### config.mk
export PLATFORM = sky130hd
export DESIGN_NAME = map_switch_ctrl
export DESIGN_NICKNAME = d
export VERILOG_FILES = /design/src/rtl/map_switch_ctrl.sv
export SDC_FILE = /design/constraint.sdc
export NUM_CORES = 1
export LEC_CHECK = 0
export CAP_MARGIN = 20
export CORE_ASPECT_RATIO = 0.6
export CORE_MARGIN = 2
export CORE_UTILIZATION = 31
export CTS_CLUSTER_SIZE = 24
export DETAILED_ROUTE_END_ITERATION = 16
export PLACE_DENSITY = 0.57
export SYNTH_ARGS = -nofsm -noshare
export SYNTH_HDL_FRONTEND = slang
export SYNTH_SLANG_ARGS = --single-unit
export TNS_END_PERCENT = 5
### constraint.sdc
create_clock -name clk -period 4.95 [get_ports clk]
set_clock_uncertainty 0.1 [all_clocks]
set_input_delay 0.7425 -clock clk [delete_from_list [all_inputs] [get_ports clk]]
set_output_delay 0.7425 -clock clk [all_outputs]
set_load 0.005 [all_outputs]
### src/rtl/map_switch_ctrl.sv
// map_switch_ctrl
//   Sequences a mapper switch for the cartridge hub. A rising edge on req
//   starts a switch. The block waits for a falling edge of the cartridge M2
//   clock (so the CPU bus is between cycles), holds every mapper in reset
//   while the new index is committed, lets the mappers settle, then pulses
//   ack. Requesting the index that is already active completes right away
//   without touching map_rst.
//
// Parameters
//   QUIESCE_CYC  cycles map_rst is held before the new index is committed
//   SETTLE_CYC   cycles map_rst stays asserted after the commit
//   DRAIN_TMO    upper bound on cycles spent waiting for an M2 falling edge
//
// Ports
//   clk       system clock, all state on the rising edge
//   rst_n     asynchronous active-low reset
//   req       switch request (level, rising edge starts a switch)
//   req_idx   requested mapper number, sampled on the accepted req edge
//   m2        cartridge M2 (CPU phi2), asynchronous to clk
//   busy      high from accept through the ack cycle
//   ack       one-cycle completion pulse
//   err       sticky drain-timeout flag, cleared by the next accepted request
//   map_idx   committed mapper number (hub select)
//   map_slot  registered hub slot for map_idx
//   map_rst   hold-in-reset to all mappers, also gates cartridge data outputs

module map_switch_ctrl #(
  parameter int QUIESCE_CYC = 16,
  parameter int SETTLE_CYC  = 4,
  parameter int DRAIN_TMO   = 255
) (
  input  logic       clk,
  input  logic       rst_n,
  input  logic       req,
  input  logic [7:0] req_idx,
  input  logic       m2,
  output logic       busy,
  output logic       ack,
  output logic       err,
  output logic [7:0] map_idx,
  output logic [2:0] map_slot,
  output logic       map_rst
);

  localparam int CNT_MAX_QS = (QUIESCE_CYC > SETTLE_CYC) ? QUIESCE_CYC : SETTLE_CYC;
  localparam int CNT_MAX    = (CNT_MAX_QS > DRAIN_TMO) ? CNT_MAX_QS : DRAIN_TMO;
  localparam int CNT_W      = $clog2(CNT_MAX + 1);

  localparam logic [CNT_W-1:0] DRAIN_LAST   = CNT_W'(DRAIN_TMO - 1);
  localparam logic [CNT_W-1:0] QUIESCE_LAST = CNT_W'(QUIESCE_CYC - 1);
  localparam logic [CNT_W-1:0] SETTLE_LAST  = CNT_W'(SETTLE_CYC - 1);

  typedef enum logic [2:0] {
    IDLE, DRAIN, QUIESCE, COMMIT, RELEASE, ACK
  } state_t;

  state_t           state, state_nxt;
  logic [CNT_W-1:0] cnt, cnt_nxt;
  logic [7:0]       pend_idx;
  logic             startup;
  logic             req_q;
  logic             m2_meta, m2_sync, m2_last;
  logic             m2_fall;
  logic             accept, timeout, commit;

  // Hub slot table; unlisted mapper numbers fall back to the nominal slot 0.
  function automatic logic [2:0] slot_of(input logic [7:0] idx);
    case (idx)
      8'd79, 8'd113, 8'd146:            slot_of = 3'd1;
      8'd90, 8'd211:                    slot_of = 3'd2;
      8'd133:                           slot_of = 3'd3;
      8'd137, 8'd138, 8'd139, 8'd141:   slot_of = 3'd4;
      8'd147:                           slot_of = 3'd5;
      8'd148:                           slot_of = 3'd6;
      8'd150, 8'd243:                   slot_of = 3'd7;
      default:                          slot_of = 3'd0;
    endcase
  endfunction

  // M2 synchronizer plus one extra stage to see the synced value's history.
  always_ff @(posedge clk or negedge rst_n) begin
    if (!rst_n) begin
      m2_meta <= 1'b0;
      m2_sync <= 1'b0;
      m2_last <= 1'b0;
      req_q   <= 1'b0;
    end else begin
      m2_meta <= m2;
      m2_sync <= m2_meta;
      m2_last <= m2_sync;
      req_q   <= req;
    end
  end

  assign m2_fall = m2_last & ~m2_sync;

  // Reset parks the FSM in RELEASE so the mappers get their settle time
  // after power-up; the startup flag hides the ack of that first pass.
  always_ff @(posedge clk or negedge rst_n) begin
    if (!rst_n) begin
      state    <= RELEASE;
      cnt      <= '0;
      startup  <= 1'b1;
      pend_idx <= 8'd0;
      map_idx  <= 8'd0;
      map_slot <= 3'd0;
      err      <= 1'b0;
    end else begin
      state <= state_nxt;
      cnt   <= cnt_nxt;
      if (state == ACK) begin
        startup <= 1'b0;
      end
      if (accept) begin
        pend_idx <= req_idx;
        err      <= 1'b0;
      end
      if (timeout) begin
        err <= 1'b1;
      end
      if (commit) begin
        map_idx  <= pend_idx;
        map_slot <= slot_of(pend_idx);
      end
    end
  end

  // Next state and Moore outputs. busy also rises combinationally in the
  // accepting IDLE cycle so the requester sees it from the edge on.
  always_comb begin
    state_nxt = state;
    cnt_nxt   = cnt + CNT_W'(1);
    accept    = 1'b0;
    timeout   = 1'b0;
    commit    = 1'b0;
    busy      = 1'b1;
    ack       = 1'b0;
    map_rst   = 1'b0;
    case (state)
      IDLE: begin
        busy    = 1'b0;
        cnt_nxt = '0;
        if (req && !req_q) begin
          accept    = 1'b1;
          busy      = 1'b1;
          state_nxt = (req_idx == map_idx) ? ACK : DRAIN;
        end
      end
      DRAIN: begin
        if (m2_fall) begin
          state_nxt = QUIESCE;
          cnt_nxt   = '0;
        end else if (cnt == DRAIN_LAST) begin
          timeout   = 1'b1;
          state_nxt = QUIESCE;
          cnt_nxt   = '0;
        end
      end
      QUIESCE: begin
        map_rst = 1'b1;
        if (cnt == QUIESCE_LAST) begin
          state_nxt = COMMIT;
          cnt_nxt   = '0;
        end
      end
      COMMIT: begin
        map_rst   = 1'b1;
        commit    = 1'b1;
        state_nxt = RELEASE;
        cnt_nxt   = '0;
      end
      RELEASE: begin
        map_rst = 1'b1;
        if (cnt == SETTLE_LAST) begin
          state_nxt = ACK;
          cnt_nxt   = '0;
        end
      end
      ACK: begin
        ack       = ~startup;
        state_nxt = IDLE;
        cnt_nxt   = '0;
      end
      default: begin
        state_nxt = IDLE;
        cnt_nxt   = '0;
      end
    endcase
  end

endmodule

== Word level (Yosys, flattened, before mapping) ==
Index checks and enable logic that the tools add are counted.

* Output and inout port bits: 15
* Flip-flop bits (word level): 36
* Logic and storage cells: 76

* Muxes and demuxes: 24
* Reduce and logical (&&, ||, !) cells: 10
* Bitwise gates (word level): 3
* Add/subtract/negate cells: 1
* Equality and inequality tests: 27

{| class="wikitable"
|+ Operators with widths
! operator !! count
|-
| $eq A8 B8 Y1 const B || 12
|-
| $mux W8 || 4
|-
| $eq A8 B7 Y1 const B || 3
|-
| $pmux W8 S3 || 1
|-
| $pmux W3 S7 || 1
|-
| $mux W3 || 6
|-
| $pmux W3 S5 || 1
|-
| $mux W1 || 11
|-
| $add A8 B1 Y8 const B || 1
|-
| $eq A8 B2 Y1 const B || 1
|-
| $eq A8 B4 Y1 const B || 1
|-
| $eq A8 B8 Y1 || 1
|-
| $eq A3 B2 Y1 const B || 2
|-
| $eq A3 B3 Y1 const B || 2
|-
| $ne A2 B2 Y1 const B || 3
|-
| $reduce_or A3 Y1 || 2
|-
| $reduce_and A4 Y1 || 1
|-
| $reduce_or A2 Y1 || 2
|-
| $reduce_or A4 Y1 || 1
|-
| $eq A3 B1 Y1 const B || 1
|-
| $logic_not A3 Y1 || 1
|-
| $ne A3 B3 Y1 const B || 1
|-
| $not A1 Y1 || 2
|-
| $reduce_bool A2 Y1 || 1
|-
| 3 further kinds || 3
|}

== Logic depth before layout (Yosys ltp) ==
Gate-level depths: netlist of the first run.

* Depth in word-level cells: 6
* Depth in mapped cells: 6
* Mapped depth without buffers: 6

== Worst setup path after synthesis of the first run ==
No wires, ideal clock.

* Path type: register to output
* Start point: reg state[2]
* End point: out map_rst
* Arrival time: 1.156 ns
* Data required time: 4.108 ns
* Cell stages (with the launch flop): 3
* Path buffers: 1
* Slack: 2.952 ns
* Cells stage by stage: dfstp_2 -> clkbuf_1 -> mux2_2

* Word-level cells in the longest chain between the ends: 3
* Elaborated cells between the ends (all ways): 5
* Those cells by class: 3 x eq/ne; 1 x mux; 1 x reduce/logical

{| class="wikitable"
|+ RTL lines
! element !! RTL line !! source
|-
| start, declared || 57 || <nowiki>state_t state, state_nxt;</nowiki>
|-
| start signal, assigned || 109 || <nowiki>state <= state_nxt;</nowiki>
|-
| $eq A3 B3 Y1 or $eq A3 B2 Y1 (tied branches) || 139 || <nowiki>case (state)</nowiki>
|-
| $reduce_or A3 Y1 (no source line) * || n/a ||
|-
| $mux W1 * || 139 ||
|-
| end, declared || 42 || <nowiki>output logic map_rst</nowiki>
|}

Mark *: on every way between the ends. The rest lies on a longest branch, timed or not.

== Worst setup path after layout of the first run ==
* Start point: in req
* End point: out busy

* Word-level cells in the longest chain between the ends: 3

{| class="wikitable"
|+ RTL lines
! element !! RTL line !! source
|-
| start, declared || 34 || <nowiki>input logic req,</nowiki>
|-
| $logic_and A1 B1 Y1 || 143 || <nowiki>if (req && !req_q) begin</nowiki>
|-
| $mux W1 || 143 ||
|-
| $mux W1 || 139 ||
|-
| end, declared || 37 || <nowiki>output logic busy,</nowiki>
|}

Every way passes these cells.

==> reports/results.ini, run 1 <==
[outcome]
status=complete, no violations

[place]
dp_cells=277
io_buffers=26
preCtsSetupSlack_ns=2.22
dp_hpwl_mm=2.79
gp_congestion=0.781

[floorplan]
coreArea_um2=5650
start_util_pct=32.4
die-area_um2=6560
die_w_um=103
ios=27
die_height_um=63.5
fp-row-count=21

[clock_network]
cts_resized=0
cts_sinks=36
clk_pin_slew_ns=0.07
postCtsSetupBuffers=0
cts_tree=yes
clock-root-buffer=clkbuf_8
ctsHtreeMaxLevel=2
hold_buffers=0
numCtsBuffers=5
clk_path_buf_depth=2
clock_latency_ns=0.29

[drt]
viasPerCell=4.70
dr_total_vias=1339
wl_per_cell_um=14.0
drtIter0Drc=97
detail-route-antenna-nets=0
drt_wl_total_mm=3.99
drcViolationCount=0
first_pass_iters=4

[critical_path]
cp_max_fo=4
end_kind=output pin
critPathLaunchType=primary input
regToRegSetupSlack_ns=2.89
rr_startpoint=cnt[6]$_DFF_PN0_
critical-path-max-stage-delay_ns=0.49
critical_path.startpoint=req
crit_type=primary input to output pin
timing.critical_path.mode_cell=clkdlybuf4s50_1
required_ns=4.11
rr_worst_depth=4
crit_slowest_cell=clkdlybuf4s50_1
path_cells=clkdlybuf4s50_1, nand2b_1, nand2_1, clkdlybuf4s50_1
r2r-end=state[0]$_DFFE_PN0P_
crit_arrival_ns=1.88

[power]
power_frac_seq_pct=44.7
vdd_drop_max_mv=0.195
total_power_mw=1.23
clockPowerShare_pct=17.9
netSwitchingFraction_pct=37.4
power_density_nw_per_um2=551
internal-power_mw=0.771
switching_power_mw=0.460
p_leak_nw=0.929
power_frac_comb_pct=37.4

[layout]
final_cell_mix=dfrtp_1, nand2_1, clkdlybuf4s50_1, nor2_1, xor2_1
fin_util_pct=39.5
multi_input_area_um2=878
final_common_cell=dfrtp_1
nFillCells=562
register_area_um2=903
instances_no_fill=285
areaGrowthSynthToFinish_pct=22.0
n_antenna_cell=0
fin_nets=218
drive_gt1_share_pct=9.76

[worst_hold_path]
min_path_type=flip-flop to flip-flop
hp-start=m2_meta$_DFF_PN0_
min_to=m2_sync$_DFF_PN0_
hold_depth=0

[synth]
synth_cell_types=39
postSynth.asyncResetShare_pct=100
synth-main-ff-cell=dfrtp_1
ys_top_cells_by_area=dfrtp_1, nand2_1, xor2_1
synth_top_area_share_pct=46.5
synth_edf_count=0
ys_ff_latch=36
syn-num-nets=197
yosys_warnings=0
yosysTopAreaCell=dfrtp_1
seq_area_frac_synth_pct=49.4
synth_cells=183
syn-cell-area_um2=1830
syn_avg_cell_area_um2=10.0

[global_route]
grt_pass1_wl_mm=6.48
gr-usage-all-layers_pct=13.2
antenna_found_initial=0
globalRouteOverflowTotal=0
grt_pass1_vias=1228
grt_max_degree=37

[sta]
slew_viol_final=0
final.setup.worst_slack_ns=2.23
tightestPinTransition_ns=0.920
finalHoldViolations=0
slew_headroom_pct=38.5
finalCritPeriodShare_pct=55.0
finalSetupViolations=0
rsz0062_at_grt=false
period_needed_ns=2.72
fmaxAchievable_mhz=367
fin_tns_setup_ns=0

[job]
maxCapViolCount=0

[area by class of cell]
type	count	area share [%]
Sequential cell	36	40.4
Multi-Input combinational cell	134	39.3
Timing Repair Buffer	26	11.4
Tap cell	80	4.48
Clock buffer	6	3.70
Clock inverter	2	0.448
Inverter	1	0.168
[power by group through the flow]
stage	Combinational (mW)	Sequential [mW]	Clock, mW
after floorplan	0.364	0.457	0
after global placement	0.462	0.553	0
after detailed placement	0.464	0.552	0
after CTS	0.467	0.547	0.226
after global routing	0.511	0.571	0.243
final	0.461	0.550	0.220
[synth_stat cells, types with 2 or more instances]
master	n
xnor2_1	5
a21o_1	2
nor4b_1	2
nor4bb_1	3
a211oi_1	2
or2_1	3
xor2_1	10
nor4_1	2
a21oi_1	5
nor3b_1	3
nand2b_1	6
nand3_1	3
o21ai_0	3
dfstp_2	2
a31oi_1	5
dfrtp_1	34
mux2_2	6
nor2_1	20
nor3_1	2
nand2_1	30
ha_1	2
mux2_1	3
clkbuf_1	12
a22o_1	2
and3_1	2
[critical path: cells and delay by family]
kind	cells	cell delay [ns]
buffers and inverters	2	0.96
and+or+nand+nor	2	0.17
[layer usage]
metal  vias up  track usage, %  share of wire, %
met4         0            3.95              0.88
met5         -               0                 0
met1       628            22.6                59
met3         6            4.55               6.1
li1        675               -                 -
met2        30            14.2                34
[stage by stage]
stage	area [um^2]	hold slack [ns]
finish	2230	0.251
global route	2230	0.271
CTS	2230	0.255
detailed placement	2140	0.237
global placement	2140	0.239
floorplan	1830	0.231
[sequential cells by signal, indices dropped and copies added, names as in the netlist]
register	cells
m2_meta	1
req_q	1
pend_idx	8
state	3
map_slot	3
err	1
m2_sync	1
m2_last	1
map_idx	8
cnt	8
startup	1
[worst max path at each step]
stage / depth (start not counted) / slack, ns / endpoint
CTS: 4 / 2.22 / busy
finish: 4 / 2.23 / busy
detailed placement: 4 / 2.22 / busy
floorplan: 2 / 2.95 / map_rst
global placement: 4 / 2.24 / busy
global route: 4 / 2.16 / busy
[kinds of logic (layout without fill, tap and decap cells)]
kind of cell | Yosys count | in the layout | synth area share, %
xor+xnor | 15 | 15 | 7.18
fa+ha+maj | 2 | 2 | 1.37
mux | 9 | 9 | 5.54
compound gates | 22 | 22 | 9.50
buf+inv | 13 | 35 | 2.67
flops | 36 | 36 | 49.4
simple gates | 86 | 86 | 24.4
No activity file was read; power rests on OpenSTA's default activity.
==> run 2, diff against run 1 <==
--- a/config.mk
+++ b/config.mk
@@ -11,7 +11,7 @@
 export CORE_UTILIZATION = 31
 export CTS_CLUSTER_SIZE = 24
 export DETAILED_ROUTE_END_ITERATION = 16
-export PLACE_DENSITY = 0.57
+export PLACE_DENSITY = 0.58
 export SYNTH_ARGS = -nofsm -noshare
 export SYNTH_HDL_FRONTEND = slang
 export SYNTH_SLANG_ARGS = --single-unit
==> constraint.sdc (replaced) <==
create_clock -name clk -period 2.5 [get_ports clk]
set_clock_uncertainty 0.1 [all_clocks]
set_input_delay 0.375 -clock clk [delete_from_list [all_inputs] [get_ports clk]]
set_output_delay 0.375 -clock clk [all_outputs]
set_load 0.005 [all_outputs]
==> reports/results.ini, run 2 (same netlist as run 1, synthesis figures left out) <==
[floorplan]
coreArea_um2=5650  ; unchanged
start_util_pct=32.4  ; unchanged
ios=27  ; unchanged
die_height_um=63.5  ; unchanged
die_w_um=103  ; unchanged
fp-row-count=21  ; unchanged
die-area_um2=6560  ; unchanged

[layout]
reg.largest.list=cnt: 8 flops, map_idx: 8 flops, pend_idx: 8 flops
drive_gt1_share_pct=9.22  ; -0.53 points
fin_nets=219  ; +0.46%
n_antenna_cell=0  ; unchanged
final_cell_mix=dfrtp_1, nand2_1, clkdlybuf4s50_1, nor2_1, xor2_1
areaGrowthSynthToFinish_pct=22.3
final_common_cell=dfrtp_1
register_area_um2=903  ; unchanged
nFillCells=562  ; unchanged
multi_input_area_um2=878  ; unchanged

[critical_path]
critPathLaunchType=flip-flop
path_cells=mux2_2, clkdlybuf4s50_1
end_kind=output pin
critPathTopFamily=flip-flops
required_ns=2.03  ; -2.08 ns
crit_type=flip-flop to output pin
rr_startpoint=cnt[5]$_DFF_PN0_
critical-path-max-stage-delay_ns=0.65  ; +0.16 ns
crit_slowest_cell=dfstp_2
r2r-end=state[0]$_DFFE_PN0P_
cp_max_fo=11  ; +7
regToRegSetupSlack_ns=0.45  ; -2.44 ns
critPathBufInv=1  ; -1
crit_arrival_ns=1.74  ; -0.14 ns
rr_worst_depth=4  ; unchanged

[drt]
drt_wl_total_mm=3.91  ; -1.9%
first_pass_iters=4  ; unchanged
drcViolationCount=0  ; unchanged
drtIter0Drc=151  ; +56%
wl_per_cell_um=13.7  ; -2.2%
dr_total_vias=1331  ; -0.60%
detail-route-antenna-nets=0  ; unchanged
viasPerCell=4.65  ; -0.95%

[power]
power_density_nw_per_um2=1080  ; +96%
p_leak_nw=0.929  ; about the same
vdd_drop_max_mv=0.358  ; +84%

[global_route]
grt.met2_usage_pct=14.0  ; -0.16 points
grt_max_degree=37  ; unchanged
met3_usage_pct=4.11  ; -0.44 points
top_usage_layer=met1
grt_pass1_wl_mm=6.51  ; +0.42%
grt_pass1_vias=1212  ; -1.3%
antenna_found_initial=0  ; unchanged
globalRouteOverflowTotal=0  ; unchanged
gr-usage-all-layers_pct=13.3  ; +0.12 points
met1_usage_pct=23.4  ; +0.79 points

[sta]
fmaxAchievable_mhz=452
fin_tns_setup_ns=0  ; unchanged
finalSetupViolations=0  ; unchanged
rsz0062_at_grt=false
period_needed_ns=2.21
finalCritPeriodShare_pct=88.6
final.setup.worst_slack_ns=0.286  ; -1.94 ns
finalHoldViolations=0  ; unchanged
tightestPinTransition_ns=0.808  ; -0.112 ns
slew_headroom_pct=46.1  ; +7.7 points
slew_viol_final=0  ; unchanged

[clock_network]
postCtsSetupBuffers=0  ; unchanged
cts_sinks=36  ; unchanged
clock-root-buffer=clkbuf_8
clk_path_buf_depth=2  ; unchanged
clk_pin_slew_ns=0.07  ; about the same
numCtsBuffers=5  ; unchanged
cts_tree=yes
clock_latency_ns=0.28  ; about the same
hold_buffers=0  ; unchanged
cts_resized=0  ; unchanged
ctsHtreeMaxLevel=2  ; unchanged

[place]
preCtsSetupSlack_ns=0.467  ; -1.75 ns
io_buffers=26  ; unchanged
dp_hpwl_mm=2.77  ; -0.82%
gp_congestion=0.846  ; +8.3%

[job]
maxCapViolCount=0  ; unchanged

[outcome]
status=complete, no violations

[worst_hold_path]
min_path_type=primary input to async pin

## run 2: routing by layer
metal / part of all wire [%] / vias to the layer above / routed length [um]
met5: 0 / - / 0
met4: 0.69 / 0 / 27
met3: 5.1 / 2 / 198
met2: 34 / 34 / 1350
met1: 60 / 617 / 2340
li1: - / 678 / -
## run 2: area by class of cell
type,count,area share [%]
Clock buffer,8,4.02
Multi-Input combinational cell,134,39.2
Inverter,1,0.168
Timing Repair Buffer,27,11.7
Sequential cell,36,40.4
Tap cell,80,4.47
## run 2: where the power goes
part / internal (mW) / leakage (nW) / switching (mW)
Sequential: 0.783 / 0.448 / 0.295
Clock: 0.225 / 0.0455 / 0.197
Combinational: 0.530 / 0.436 / 0.390
Total: 1.54 / 0.929 / 0.882
## run 2: how the worst max path moves through the flow
stage / startpoint / end / cells past startpoint
floorplan: cnt[6]$_DFF_PN0_ / state[0]$_DFFE_PN0P_ / 4
global placement: req / pend_idx[3]$_DFFE_PN0P_ / 4
detailed placement: cnt[6]$_DFF_PN0_ / cnt[4]$_DFF_PN0_ / 4
CTS: state[2]$_DFFE_PN1P_ / map_rst / 2
global route: state[2]$_DFFE_PN1P_ / map_rst / 2
finish: state[2]$_DFFE_PN1P_ / map_rst / 2
## run 2: per-stage QoR
stage               util [%]  std cells  power, mW  instance area (um^2)  hold WS (ns)
CTS                     39.6        286       2.44                  2240         0.116
floorplan                  -        183       1.62                  1830       -0.0206
global placement        38.0        278       2.01                  2150         0.236
global route            39.6        286       2.62                  2240         0.146
finish                  39.6        286       2.42                  2240        0.0816
detailed placement      38.0        278       2.01                  2150         0.238
==> run 3, diff against run 2 <==
--- a/config.mk
+++ b/config.mk
@@ -5,6 +5,7 @@
 export SDC_FILE = /design/constraint.sdc
 export NUM_CORES = 1
 export LEC_CHECK = 0
+export ABC_CLOCK_PERIOD_IN_PS = 2500
 export CAP_MARGIN = 20
 export CORE_ASPECT_RATIO = 0.6
 export CORE_MARGIN = 2
==> results of run 3 <==
The final DEF is identical to that of run 2; final timing and power are the same.
